**src/rtl/tape_block_loader.sv**
```systemverilog
// Tape block loader: assembles MSB-first bits into bytes, keeps the first byte as the flag
// and writes the rest to memory. Checksum checking is built in only with TAPE_LOADER_CHECKSUM_EN.
//
// state     | meaning
// ----------+-----------------------------------------------------
// IDLE      | disarmed, waiting for arm
// WAIT_SYNC | armed, waiting for pilot/sync
// RECV      | shifting bits in, timeout counter running
// WRITE     | memory write request held until ack
// CHECK     | end of block decision (partial byte / checksum)
// DONE      | block loaded, held until arm drops
// ERROR     | load failed, err_code valid, held until arm drops
module tape_block_loader #(
    parameter int TIMEOUT_TICKS = 54000,
    parameter int ADDR_W        = 16
) (
    input  logic              clk,
    input  logic              reset,
    input  logic              arm,
    input  logic              sync_detected,
    input  logic              bit_valid,
    input  logic              bit_data,
    input  logic [ADDR_W-1:0] base_addr,
    input  logic [ADDR_W-1:0] max_len,
    output logic              reader_start,
    output logic              mem_wr_req,
    input  logic              mem_wr_ack,
    output logic [ADDR_W-1:0] mem_addr,
    output logic [7:0]        mem_wdata,
    output logic              busy,
    output logic              done,
    output logic              error,
    output logic [1:0]        err_code,
    output logic [7:0]        flag_byte,
    output logic [ADDR_W-1:0] byte_count
);

    typedef enum logic [2:0] {
        S_IDLE, S_WAIT_SYNC, S_RECV, S_WRITE, S_CHECK, S_DONE, S_ERROR
    } state_t;

    localparam int TW = (TIMEOUT_TICKS > 1) ? $clog2(TIMEOUT_TICKS) : 1;
    localparam logic [TW-1:0] TO_LOAD = TW'(TIMEOUT_TICKS - 1);

    state_t            r_state;
    state_t            w_state_next;
    logic [1:0]        w_err_next;
    logic [1:0]        r_err_code;
    logic              r_start;
    logic [TW-1:0]     r_timer;
    logic [ADDR_W-1:0] r_base;
    logic [ADDR_W-1:0] r_max_len;
    logic [ADDR_W-1:0] r_byte_count;
    logic [ADDR_W-1:0] r_addr;
    logic [7:0]        r_wdata;
    logic [6:0]        r_shift;
    logic [2:0]        r_bitcnt;
    logic              r_flag_seen;
    logic [7:0]        r_flag_byte;

    logic              w_bit_in;
    logic [7:0]        w_byte;
    logic              w_byte_done;
    logic              w_timeout;
    logic              w_arm_start;
    logic              w_csum_ok;

    assign w_bit_in    = bit_valid && (r_state == S_RECV || r_state == S_WRITE);
    assign w_byte      = {r_shift, bit_data};
    assign w_byte_done = w_bit_in && (r_bitcnt == 3'd7);
    assign w_timeout   = (r_state == S_RECV) && !bit_valid && (r_timer == '0);
    assign w_arm_start = (r_state == S_IDLE) && arm;

`ifdef TAPE_LOADER_CHECKSUM_EN
    logic [7:0] r_csum;

    always_ff @(posedge clk or posedge reset) begin
        if (reset)
            r_csum <= 8'd0;
        else if (w_arm_start)
            r_csum <= 8'd0;
        else if (w_byte_done)
            r_csum <= r_csum ^ w_byte;
    end

    assign w_csum_ok = (r_csum == 8'd0);
`else
    assign w_csum_ok = 1'b1;
`endif

    always_ff @(posedge clk or posedge reset) begin
        if (reset)
            r_state <= S_IDLE;
        else
            r_state <= w_state_next;
    end

    always_comb begin
        w_state_next = r_state;
        w_err_next   = r_err_code;
        case (r_state)
            S_IDLE: begin
                w_err_next = 2'd0;
                if (arm)
                    w_state_next = S_WAIT_SYNC;
            end
            S_WAIT_SYNC: begin
                if (sync_detected)
                    w_state_next = S_RECV;
            end
            S_RECV: begin
                if (w_byte_done) begin
                    if (r_flag_seen) begin
                        if (r_byte_count == r_max_len) begin
                            w_state_next = S_ERROR;
                            w_err_next   = 2'd3;
                        end else begin
                            w_state_next = S_WRITE;
                        end
                    end
                end else if (w_timeout) begin
                    w_state_next = S_CHECK;
                end
            end
            S_WRITE: begin
                if (w_byte_done) begin
                    w_state_next = S_ERROR;
                    w_err_next   = 2'd2;
                end else if (mem_wr_ack) begin
                    w_state_next = S_RECV;
                end
            end
            S_CHECK: begin
                if (r_bitcnt != 3'd0) begin
                    w_state_next = S_ERROR;
                    w_err_next   = 2'd1;
                end else if (!r_flag_seen) begin
                    w_state_next = S_WAIT_SYNC;
                end else if (w_csum_ok) begin
                    w_state_next = S_DONE;
                end else begin
                    w_state_next = S_ERROR;
                    w_err_next   = 2'd3;
                end
            end
            S_DONE, S_ERROR: ;
            default: w_state_next = S_IDLE;
        endcase
        if (!arm) begin
            w_state_next = S_IDLE;
            w_err_next   = 2'd0;
        end
    end

    always_comb begin
        busy         = !(r_state == S_IDLE || r_state == S_DONE || r_state == S_ERROR);
        done         = (r_state == S_DONE);
        error        = (r_state == S_ERROR);
        mem_wr_req   = (r_state == S_WRITE);
        reader_start = r_start;
        mem_addr     = r_addr;
        mem_wdata    = r_wdata;
        err_code     = r_err_code;
        flag_byte    = r_flag_byte;
        byte_count   = r_byte_count;
    end

    // Timer is a down-counter held at its load value outside RECV, so entry to RECV restarts it.
    always_ff @(posedge clk or posedge reset) begin
        if (reset) begin
            r_start      <= 1'b0;
            r_err_code   <= 2'd0;
            r_timer      <= '0;
            r_base       <= '0;
            r_max_len    <= '0;
            r_byte_count <= '0;
            r_addr       <= '0;
            r_wdata      <= 8'd0;
            r_shift      <= 7'd0;
            r_bitcnt     <= 3'd0;
            r_flag_seen  <= 1'b0;
            r_flag_byte  <= 8'd0;
        end else begin
            r_start    <= (r_state == S_WAIT_SYNC) && (w_state_next == S_RECV);
            r_err_code <= w_err_next;

            if (r_state != S_RECV || bit_valid)
                r_timer <= TO_LOAD;
            else if (r_timer != '0)
                r_timer <= r_timer - TW'(1);

            if (w_arm_start) begin
                r_base       <= base_addr;
                r_max_len    <= max_len;
                r_byte_count <= '0;
                r_bitcnt     <= 3'd0;
                r_flag_seen  <= 1'b0;
                r_flag_byte  <= 8'd0;
            end

            if (w_bit_in) begin
                r_shift  <= w_byte[6:0];
                r_bitcnt <= r_bitcnt + 3'd1;
            end

            if (w_byte_done && r_state == S_RECV) begin
                if (!r_flag_seen) begin
                    r_flag_byte <= w_byte;
                    r_flag_seen <= 1'b1;
                end else begin
                    r_addr  <= r_base + r_byte_count;
                    r_wdata <= w_byte;
                end
            end

            if (r_state == S_WRITE && w_state_next == S_RECV)
                r_byte_count <= r_byte_count + ADDR_W'(1);
        end
    end

endmodule

```
**config.mk**
```make
export PLATFORM = sky130hd
export DESIGN_NAME = tape_block_loader
export DESIGN_NICKNAME = d
export VERILOG_FILES = /design/src/rtl/tape_block_loader.sv
export SDC_FILE = /design/constraint.sdc
export NUM_CORES = 1
export LEC_CHECK = 0
export ABC_CLOCK_PERIOD_IN_PS = 4100
export BUFFER_PORTS_ARGS = -buffer_cell sky130_fd_sc_hd__buf_2
export CAP_MARGIN = 20
export CORE_ASPECT_RATIO = 2
export CORE_MARGIN = 2
export CORE_UTILIZATION = 54
export DETAILED_ROUTE_END_ITERATION = 12
export GPL_ROUTABILITY_DRIVEN = 0
export HOLD_SLACK_MARGIN = 0.06
export PLACE_DENSITY = 0.75
export RECOVER_POWER = 100
export SLEW_MARGIN = 30
export SYNTH_ARGS = -nofsm -noshare
export SYNTH_HDL_FRONTEND = slang
export SYNTH_SLANG_ARGS = --single-unit
export TNS_END_PERCENT = 1
```
**constraint.sdc**
```tcl
create_clock -name clk -period 4.1 [get_ports clk]
set_clock_uncertainty 0.2 [all_clocks]
set_input_delay 0.205 -clock clk [delete_from_list [all_inputs] [get_ports clk]]
set_output_delay 0.205 -clock clk [all_outputs]
set_load 0.1 [all_outputs]
```
==> results of run 1 <==
[final cells by class]
type,instances,area share [%]
repair buffers,137,11.14
well taps,137,2.366
clock inverters,10,2.832
inverters,14,0.7254
multi-input cells,483,37.41
flip-flops and latches,113,39.03
clock buffers,21,6.494
[per-stage QoR]
step,utilization [%],cells,hold WS [ns],power [mW],setup slack [ns]
final,69.58,915,0.2747,3.346,0.6751
after global routing,69.58,915,0.3026,3.470,0.4097
after CTS,70.56,915,0.2757,3.367,0.9996
after detailed placement,60.41,846,0.1975,1.653,1.028
after global placement,60.38,846,0.1945,1.636,1.133
after floorplan,-,631,0.1104,1.544,0.7076
[kinds of logic after synthesis]
group,count (synthesis),share of synthesized area [%]
buffers and inverters,35,2.531
adder cells (fa/ha/maj),22,4.975
AND/OR/NAND/NOR,318,24.81
AO/OA/AOI/OAI,97,10.72
flip-flops,113,49.75
multiplexers,5,0.9025
XOR/XNOR,41,6.318
[worst max-delay path by stage]
stage	start	end	slack [ns]	cells after the start
2_1_floorplan	reset	byte_count[0]	0.71	1
3_3_place_gp	r_bitcnt[0]	byte_count[15]	1.13	10
3_5_place_dp	r_bitcnt[0]	byte_count[9]	1.03	10
4_1_cts	r_bitcnt[0]	byte_count[9]	1.0	10
5_1_grt	r_bitcnt[0]	byte_count[15]	0.41	10
6_report	r_bitcnt[0]	byte_count[2]	0.68	10
[layout by cell type, fill, tap and decap left out, types with 17 or more instances in the layout]
cell / Yosys / routed
clkbuf_16: 0 / 17
nand2_1: 207 / 207
nor2_1: 35 / 35
dlygate4sd3_1: 0 / 38
o21ai_0: 35 / 39
xnor2_1: 27 / 27
clkbuf_1: 18 / 60
ha_1: 21 / 21
buf_2: 1 / 38
dfrtp_1: 113 / 113
[flip-flops by register name, summed over array words and instances (netlist names)]
| name | flops |
|---|---|
| byte_count | 16 |
| mem_addr | 16 |
| r_base | 16 |
| r_max_len | 16 |
| r_timer | 16 |
| flag_byte | 8 |
| mem_wdata | 8 |
| r_shift | 7 |
| r_bitcnt | 3 |
| r_state | 3 |
| err_code | 2 |
| r_flag_seen | 1 |
| reader_start | 1 |
[timing repair]
action | 4_1_cts | 5_1_grt
hold buffers | 38 | 0
setup buffers | 0 | 0
endpoints found under the hold margin | 116 | 0
[layer usage]
metal  vias up  share of wire (%)
li1       2400                  -
met1      2406                 38
met2       137                 53
met3        52                3.6
met4         0                5.1
met5         -                  0
[power by group]
| group | total, mW | switching (mW) | internal, mW |
|---|---|---|---|
| Sequential | 1.28 | 0.0776 | 1.20 |
| Clock | 1.68 | 0.502 | 1.18 |
| Combinational | 0.380 | 0.222 | 0.158 |
| Total | 3.35 | 0.802 | 2.54 |
[worst max-delay path, delay by kind of cell, from the launching register on]
kind	cells	cell delay (ns)
simple gates	5	1.39
buf+inv	1	0.45
compound gates	2	0.43
fa+ha+maj	2	0.42
flops	1	0.40
==> out/qor.txt, run 1 <==
Number of synthesized flops with an enable pin -> 0
RSZ-0062 raised after global routing -> no
Hold Path End -> mem_addr[10]
Sequential-to-total area share from yosys stat -> 49.75%
Number of nets in the layout -> 827
Most used routing layer -> met2
WL per Instance -> 16.17 microns
DRT Pass-1 Iters -> 5
Worst hold path depth -> 2
CTS resizes -> 0
Routed Antenna Nets -> 0
Synth top area share -> 49.75%
Die Y -> 149.1 microns
Number of CTS-inserted buffers -> 17
Worst Path Arrival -> 3.50 ns
# rows -> 53
H-tree depth -> 4
Critical Path Fanout Max -> 13
HP Class -> reg2reg
Final period util -> 83.53%
Die W -> 76.55 microns
Slew margin rel. -> -81.28%
Max VDD drop -> 0.0004409 V
Die ar. -> 11410 sq um
Initial Util -> 54.60%
WS Path Type -> reg2reg
First-pass GRT wire length -> 24.07 mm
Cells after Synth -> 631
Final setup violation count -> 0
Total negative slack -> 0 ns
CTS tree -> built
Number of distinct library cells after synthesis -> 56
GRT met2 Usage -> 47.96%
Via density -> 5.459
Mapped cell area -> 5684 sq um
MaxCap Viol Count -> 3
Final hold vios -> 0
Port-buffer cells -> 93
Half-perimeter wire length after placement -> 10.06 mm
CORE AREA -> 10410 sq um
Min Tclk post-route -> 3.425 ns
Clock Pin Slew Worst Setup and Hold Paths -> 0.05 ns
PwrDens -> 461.9 nW/um^2
Reg2reg path depth -> 10
Worst slew pin tran -> 2.716 ns
Footprint of the multi-input gates -> 2710 sq um
Pin count of the biggest net entering global routing -> 75
R2R Path End -> byte_count[2]
Fin area -> 7244 sq um
FMAX -> 292.0 MHz
Top_reg_cell synth -> dfrtp_1
Most numerous cell in the Yosys netlist -> nand2_1
Failing checks -> capacitance limit, slew limit
DR iter-0 viols -> 346
M1 GR Usage -> 29.36%
Setup slack, reg-to-reg -> 0.68 ns
Number of global-route vias before repair -> 5115
Total global-route track usage -> 27.08%
Placement Cell Area -> 6290 sq um
Clock Latency Late Sink -> 0.41 ns
Layout cells sized above 1 -> 9.897%
GR Overflow Total -> 0
Antenna fix cells -> 0
Worst path cell trace -> ha_1 -> ha_1 -> and2_0 -> and3_1 -> or3_1 -> nor4_4 -> clkbuf_1 -> nor2_1 -> o21ai_0 -> o21ai_0
Net Count, Synth -> 692
Most frequent cells after synthesis -> nand2_1, dfrtp_1, nor2_1, o21ai_0, xnor2_1
CTS Sinks -> 113
DRT Wirelength -> 14.80 mm
Post-synth top area cell -> dfrtp_1
Slew Limit Fails -> 153
CTS root buf -> clkbuf_16
Startpoint Class -> register
Hold_sp -> mem_addr[10]
Worst Setup End Kind -> register
DR vias -> 4995
Req. time, crit path -> 4.18 ns
Largest stage delay on the critical path -> 0.47 ns
Sequential Area -> 2828 sq um
Synth warn -> 0
Synth Register Bits -> 113
Ys async rst share -> 100.0%
Status -> finished with violations
Met3 Usage GRT -> 4.903%
Fillers -> 826
R2r startpoint -> r_bitcnt[0]
Mean Syn Cell Area -> 9.008 sq um
IO Count -> 94
Initial antenna violation count -> 0
DRC -> 0
Longest Clk Path Bufs -> 2
Leakage Power -> 3.371 nW
Crit-path slowest cell -> or3_1
Main area contributors after synthesis -> dfrtp_1, nand2_1, ha_1
Area Overhead vs Synth -> 27.45%
Power figures use the tool's default switching activity.
==> run 2: changes to the inputs <==
--- a/config.mk
+++ b/config.mk
@@ -5,7 +5,8 @@
 export SDC_FILE = /design/constraint.sdc
 export NUM_CORES = 1
 export LEC_CHECK = 0
-export ABC_CLOCK_PERIOD_IN_PS = 4100
+export ABC_AREA = 1
+export ABC_CLOCK_PERIOD_IN_PS = 3600
 export BUFFER_PORTS_ARGS = -buffer_cell sky130_fd_sc_hd__buf_2
 export CAP_MARGIN = 20
 export CORE_ASPECT_RATIO = 2
@@ -14,7 +15,7 @@
 export DETAILED_ROUTE_END_ITERATION = 12
 export GPL_ROUTABILITY_DRIVEN = 0
 export HOLD_SLACK_MARGIN = 0.06
-export PLACE_DENSITY = 0.75
+export PLACE_DENSITY = 0.74
 export RECOVER_POWER = 100
 export SLEW_MARGIN = 30
 export SYNTH_ARGS = -nofsm -noshare
==> constraint.sdc (replaced) <==
create_clock -name clk -period 3.6 [get_ports clk]
set_clock_uncertainty 0.2 [all_clocks]
set_input_delay 0.18 -clock clk [delete_from_list [all_inputs] [get_ports clk]]
set_output_delay 0.18 -clock clk [all_outputs]
set_load 0.1 [all_outputs]
==> run 2 against run 1 <==
  * The run now ends clean
  * Total power increased by 18%
  * Worst setup slack got worse by 0.12 ns
  * Worst hold slack worse by 0.098 ns
  * Clock-buffer cell count up 2
  * Via count up 17%
  * Utilization fell by 1.5 points
  * First-iteration DRC count decreased by 6.4%
  * Register-to-register slack worse by 0.12 ns
==> out/qor.txt, run 2 <==
Layout cells sized above 1 -> 10.57% (was 9.897%)
CTS tree -> built (unchanged)
Pin count of the biggest net entering global routing -> 67 (was 75)
RSZ-0062 raised after global routing -> no (unchanged)
Area Overhead vs Synth -> 22.63% (was 27.45%)
CTS root buf -> clkbuf_16 (unchanged)
Slew Limit Fails -> 0 (was 153)
Postcts setup bufs -> 0 (unchanged)
R2R Path End -> byte_count[13] (was byte_count[2])
Die ar. -> 12610 sq um (was 11410 sq um)
Critical Path Fanout Max -> 16 (was 13)
Number of nets in the layout -> 986 (was 827)
Clock Latency Late Sink -> 0.41 ns (about the same)
Initial antenna violation count -> 0 (unchanged)
FMAX -> 328.1 MHz (was 292.0 MHz)
Sequential Area -> 2828 sq um (unchanged)
Initial Util -> 55.52% (was 54.60%)
Net Count, Synth -> 857 (was 692)
Ys async rst share -> 100.0% (unchanged)
Hold_sp -> sync_detected (was mem_addr[10])
Die Y -> 156.8 microns (was 149.1 microns)
Synth Register Bits -> 113 (unchanged)
First-pass GRT wire length -> 26.74 mm (was 24.07 mm)
PwrDens -> 510.6 nW/um^2 (was 461.9 nW/um^2)
Final setup violation count -> 0 (unchanged)
Max VDD drop -> 0.0003912 V (was 0.0004409 V)
Most frequent cells in the layout -> nand2_1, dfrtp_1, inv_1 (was nand2_1, dfrtp_1, clkbuf_1)
GR Overflow Total -> 0 (unchanged)
DR iter-0 viols -> 324 (was 346)
Sequential-to-total area share from yosys stat -> 44.86% (was 49.75%)
Met1 WL -> 5.835 mm (was 5.602 mm)
CTS resizes -> 0 (unchanged)
MaxCap Viol Count -> 0 (was 3)
Total global-route track usage -> 27.61% (was 27.08%)
DRT Wirelength -> 16.65 mm (was 14.80 mm)
Tot Pwr -> 3.947 mW (was 3.346 mW)
Final period util -> 84.67% (was 83.53%)
IO Count -> 94 (unchanged)
Antenna fix cells -> 0 (unchanged)
WS Path Type -> reg2reg (unchanged)
Worst hold path depth -> 4 (was 2)
Number of CTS-inserted buffers -> 17 (unchanged)
Slew margin rel. -> 11.49% (was -81.28%)
Fillers -> 954 (was 826)
Via density -> 5.433 (was 5.459)
Most numerous cell in the Yosys netlist -> nand2_1 (unchanged)
Number of distinct library cells after synthesis -> 43 (was 56)
Setup slack, reg-to-reg -> 0.55 ns (was 0.68 ns)
Hold Buf Count CTS -> 37 (was 38)
DR WL met2 -> 9.246 mm (was 7.898 mm)
Cells after Synth -> 796 (was 631)
DR WL met3 -> 766 microns (was 534 microns)
R2r startpoint -> r_state[2] (was r_bitcnt[0])
Status -> finished clean (was finished with violations)
Hold Path End -> r_state[0] (was mem_addr[10])
Reg2reg path depth -> 11 (was 10)
CTS Sinks -> 113 (unchanged)
Min Tclk post-route -> 3.048 ns (was 3.425 ns)
CORE AREA -> 11350 sq um (was 10410 sq um)
Main area contributors after synthesis -> dfrtp_1, nand2_1, o21ai_0 (was dfrtp_1, nand2_1, ha_1)
Total negative slack -> 0 ns (unchanged)
Port-buffer cells -> 93 (unchanged)
DRT Pass-1 Iters -> 5 (unchanged)
Synth top area share -> 44.86% (was 49.75%)
Most frequent cells after synthesis -> nand2_1, dfrtp_1, inv_1 (was nand2_1, dfrtp_1, nor2_1, o21ai_0, xnor2_1)
Startpoint Class -> register (unchanged)
Number of synthesized flops with an enable pin -> 0 (unchanged)
Synth warn -> 0 (unchanged)
Post-synth top area cell -> dfrtp_1 (unchanged)
Leakage Power -> 3.743 nW (was 3.371 nW)
Clock Pin Slew Worst Setup and Hold Paths -> 0.05 ns (about the same)
Mapped cell area -> 6304 sq um (was 5684 sq um)
Worst Setup End Kind -> register (unchanged)
# rows -> 55 (was 53)
Routed Antenna Nets -> 0 (unchanged)
Worst slew pin tran -> 1.328 ns (was 2.716 ns)
Top_reg_cell synth -> dfrtp_1 (unchanged)
DRC -> 0 (unchanged)
Half-perimeter wire length after placement -> 11.73 mm (was 10.06 mm)
H-tree depth -> 4 (unchanged)
Number of global-route vias before repair -> 5956 (was 5115)
WL per Instance -> 15.43 microns (was 16.17 microns)
HP Class -> in2reg (was reg2reg)
Longest Clk Path Bufs -> 2 (unchanged)
Footprint of the multi-input gates -> 2904 sq um (was 2710 sq um)
Req. time, crit path -> 3.74 ns (was 4.18 ns)
Mean Syn Cell Area -> 7.919 sq um (was 9.008 sq um)
Max layer used -> met4 (unchanged)
Final hold vios -> 0 (unchanged)
DR vias -> 5862 (was 4995)
Worst Path Arrival -> 3.19 ns (was 3.50 ns)
Die W -> 80.40 microns (was 76.55 microns)
Commonest non-fill, non-tap cell in the layout -> nand2_1 (unchanged)
[run 2: how the worst max path moves through the flow]
stage / startpoint / to
floorplan: reset / byte_count[0]
global placement: byte_count[0] / mem_addr[10]
detailed placement: r_state[2] / byte_count[13]
CTS: r_state[2] / byte_count[13]
global route: r_state[2] / byte_count[8]
finish: r_state[2] / byte_count[13]
[run 2: layout make-up]
class	count	area share (%)
timing repair buffer	134	10.17
clock inverter	8	1.926
inverter	100	4.888
tap	142	2.298
multi-input combinational	559	37.57
clock buffer	23	6.572
sequential	113	36.58
[run 2: stage by stage]
stage | worst slack (ns) | instance area (sq um) | hold slack (ns) | utilization [%] | instances
2_1_floorplan | 0.2326 | 6304 | 0.09661 | - | 796
4_1_cts | 0.9717 | 7889 | 0.1328 | 69.48 | 1079
3_5_place_dp | 0.9860 | 6862 | 0.1876 | 60.43 | 1011
5_1_grt | 0.4236 | 7730 | 0.1941 | 68.08 | 1079
3_3_place_gp | 1.127 | 6862 | 0.1812 | 60.43 | 1011
6_report | 0.5517 | 7730 | 0.1765 | 68.08 | 1079
[run 2: power breakdown]
part	leakage, nW	internal, mW	switching, mW
sequential	1.46	1.40	0.0797
combinational	1.96	0.205	0.413
clock	0.317	1.26	0.589
[run 2: per-layer routing]
| layer | vias to the layer above | global-route usage, % |
|---|---|---|
| li1 | 2828 | - |
| met1 | 2762 | 27.54 |
| met2 | 215 | 51.90 |
| met3 | 57 | 5.363 |
| met4 | 0 | 14.61 |
| met5 | - | 0 |
[run 2: kinds of logic after synthesis]
| group | Yosys count | synth area share (%) |
|---|---|---|
| and+or+nand+nor | 394 | 29.04 |
| buffers and inverters | 124 | 7.940 |
| DFF | 113 | 44.86 |
| adders and majority gates | 22 | 4.486 |
| xor gates and xnor gates | 27 | 3.751 |
| AOI/OAI and AO/OA | 116 | 9.925 |
[run 2: worst max-delay path, cell delays in order (launching register included)]
cell and delay (ns):
dfrtp_1 0.53, nor2_8 0.21, nand2_1 0.15, nor2_1 0.56, nand3_1 0.38, nand2_1 0.15, inv_1 0.07, nand2_1 0.11
nand2_1 0.08, nand4_2 0.31, nand3_1 0.13, nand2_1 0.10
==> run 3: changes to the inputs <==
--- a/config.mk
+++ b/config.mk
@@ -5,13 +5,13 @@
 export SDC_FILE = /design/constraint.sdc
 export NUM_CORES = 1
 export LEC_CHECK = 0
-export ABC_AREA = 1
-export ABC_CLOCK_PERIOD_IN_PS = 3600
+export ABC_AREA = 0
+export ABC_CLOCK_PERIOD_IN_PS = 2550
 export BUFFER_PORTS_ARGS = -buffer_cell sky130_fd_sc_hd__buf_2
 export CAP_MARGIN = 20
 export CORE_ASPECT_RATIO = 2
 export CORE_MARGIN = 2
-export CORE_UTILIZATION = 54
+export CORE_UTILIZATION = 51
 export DETAILED_ROUTE_END_ITERATION = 12
 export GPL_ROUTABILITY_DRIVEN = 0
 export HOLD_SLACK_MARGIN = 0.06
==> constraint.sdc (replaced) <==
create_clock -name clk -period 2.55 [get_ports clk]
set_clock_uncertainty 0.2 [all_clocks]
set_input_delay 0.1275 -clock clk [delete_from_list [all_inputs] [get_ports clk]]
set_output_delay 0.1275 -clock clk [all_outputs]
set_load 0.1 [all_outputs]
==> run 3 against run 2 <==
  * Highest routed layer unchanged
  * Critical path depth down 1
  * Register-to-register slack got worse by 0.62 ns
  * Design area about the same
  * The flow now finishes with violations (capacitance limit, slew limit, setup timing)
  * Critical endpoint is now byte_count[9]
  * First-iteration DRC count rose by 4.9%
==> out/qor.txt, run 3 (synthesis gave the netlist of run 1 again) <==
CORE AREA -> 10880 sq um (was 11350 sq um)
WL per Instance -> 16.08 microns (was 15.43 microns)
Number of CTS-inserted buffers -> 17 (unchanged)
PwrDens -> 697.4 nW/um^2 (was 510.6 nW/um^2)
Die Y -> 153.3 microns (was 156.8 microns)
MaxCap Viol Count -> 1 (was 0)
Failing checks -> capacitance limit, slew limit, setup timing
Die ar. -> 12060 sq um (was 12610 sq um)
Comb pwr share -> 12.7% (was 15.6%)
Slew Limit Fails -> 114 (was 0)
Die W -> 78.65 microns (was 80.40 microns)
Clock Pin Slew Worst Setup and Hold Paths -> 0.05 ns (about the same)
Leakage Power -> 3.603 nW (was 3.743 nW)
Worst slew pin tran -> 1.523 ns (was 1.328 ns)
Worst Path Arrival -> 2.70 ns (was 3.19 ns)
DR iter-0 viols -> 340 (was 324)
DRC -> 0 (unchanged)
WS Path Type -> reg2reg (unchanged)
Clock Latency Late Sink -> 0.41 ns (about the same)
Antenna fix cells -> 0 (unchanged)
Setup WS pre-CTS -> -0.1365 ns (was 0.9860 ns)
Min Tclk post-route -> 2.615 ns (was 3.048 ns)
Area Overhead vs Synth -> 35.95% (was 22.63%)
Routed Antenna Nets -> 0 (unchanged)
Startpoint Class -> register (unchanged)
Max VDD drop -> 0.0006295 V (was 0.0003912 V)
Port-buffer cells -> 93 (unchanged)
DRT Wirelength -> 15.55 mm (was 16.65 mm)
Critical Path Fanout Max -> 7 (was 16)
Hold_sp -> max_len[2] (was sync_detected)
Final hold vios -> 0 (unchanged)
Total global-route track usage -> 27.55% (was 27.61%)
Fillers -> 843 (was 954)
Initial antenna violation count -> 0 (unchanged)
GR Overflow Total -> 0 (unchanged)
Status -> finished with violations (was finished clean)
Most frequent cells in the layout -> nand2_1, dfrtp_1, clkbuf_1 (was nand2_1, dfrtp_1, inv_1)
DR vias -> 5251 (was 5862)
Number of global-route vias before repair -> 5522 (was 5956)
RSZ-0062 raised after global routing -> yes (was no)
Slew margin rel. -> -1.539% (was 11.49%)
Pin count of the biggest net entering global routing -> 114 (was 67)
FMAX -> 382.4 MHz (was 328.1 MHz)
HP Class -> in2reg (unchanged)
# rows -> 54 (was 55)
First-pass GRT wire length -> 25.94 mm (was 26.74 mm)
Layout cells sized above 1 -> 17.05% (was 10.57%)
Final Worst Setup Slack -> -0.06520 ns (was 0.5517 ns)
R2r startpoint -> r_bitcnt[0] (was r_state[2])
Worst Setup End Kind -> register (unchanged)
H-tree depth -> 4 (unchanged)
Req. time, crit path -> 2.63 ns (was 3.74 ns)
Clock power share -> 48.9% (was 47.0%)
Final setup violation count -> 13 (was 0)
Tightest hold margin -> 0.2349 ns (was 0.1765 ns)
Commonest non-fill, non-tap cell in the layout -> nand2_1 (unchanged)
Longest Clk Path Bufs -> 2 (unchanged)
DRT Pass-1 Iters -> 5 (unchanged)
IO Count -> 94 (unchanged)
Initial Util -> 52.25% (was 55.52%)
Via density -> 5.430 (was 5.433)
CTS Sinks -> 113 (unchanged)
CTS root buf -> clkbuf_16 (unchanged)
Internal power -> 4.023 mW (was 2.866 mW)
Seq pwr share -> 38.4% (was 37.4%)
Half-perimeter wire length after placement -> 10.61 mm (was 11.73 mm)
Number of nets in the layout -> 875 (was 986)
CTS tree -> built (unchanged)
Sw Pwr -> 1.366 mW (was 1.081 mW)
Critical Path Source -> r_bitcnt[0] (was r_state[2])
Final period util -> 102.6% (was 84.67%)
Switching Fraction -> 25.35% (was 27.39%)
## run 3: worst paths after layout
kind                                 end  slack (ns)  cells after the start
setup / recovery           byte_count[9]       -0.07                     10
hold reg to reg             mem_wdata[7]        0.28                      2
setup reg to reg           byte_count[9]       -0.07                     10
min in group asynchronous      r_base[3]        0.61                      4
max in group asynchronous    r_timer[10]        0.57                      4
hold / removal              r_max_len[2]        0.23                      4
## run 3: worst max-delay path, cell delays in order (launching register included)
cell	delay, ns
dfrtp_1	0.38
ha_2	0.20
ha_4	0.15
and2_4	0.15
and3_4	0.18
or3_4	0.34
nor4_4	0.30
buf_6	0.18
nand3_4	0.10
o211ai_1	0.21
o31ai_1	0.10
## run 3: metrics by stage
step / instances / total power [mW] / instance area, sq um / TNS (ns) / utilization, %
after floorplan: 631 / 2.484 / 5688 / -5.048 / -
after global placement: 889 / 2.671 / 6604 / -0.003558 / 60.71
after detailed placement: 889 / 2.699 / 6604 / -0.8896 / 60.71
after CTS: 967 / 5.408 / 7785 / -0.3652 / 71.57
after global routing: 967 / 5.593 / 7727 / -2.005 / 71.04
final: 967 / 5.389 / 7727 / -0.4335 / 71.04
## run 3: what timing repair did
| item | CTS | global route |
|---|---|---|
| buffers inserted | 1 | 0 |
| gates cloned | 1 | 0 |
| endpoints found under the setup margin | 12 | 22 |
| gates resized for setup | 15 | 15 |
| hold buffers | 44 | 0 |
| endpoints found under the hold margin | 177 | 0 |
| pin swaps | 14 | 5 |
## run 3: power groups by stage
stage / combinational [mW] / sequential (mW) / clock, mW
floorplan: 0.418 / 2.07 / 0
global placement: 0.584 / 2.09 / 0
detailed placement: 0.607 / 2.09 / 0
CTS: 0.677 / 2.06 / 2.67
global route: 0.761 / 2.08 / 2.76
finish: 0.686 / 2.07 / 2.64
## run 3: area by class of cell
cell class | count | area, sq um | share of cell area, %
inverter | 14 | 56.30 | 0.7286
clock buffer | 20 | 456.7 | 5.910
clock inverter | 12 | 206.4 | 2.672
tap | 140 | 175.2 | 2.267
multi-input combinational | 483 | 2819 | 36.48
sequential | 113 | 2828 | 36.59
timing repair buffer | 185 | 1186 | 15.35
## run 3: routing by layer
layer | wire length, microns | global-route usage, %
met4 | 733 | 16.71
met3 | 714 | 5.785
met5 | 0 | 0
met2 | 8344 | 47.58
met1 | 5759 | 30.29
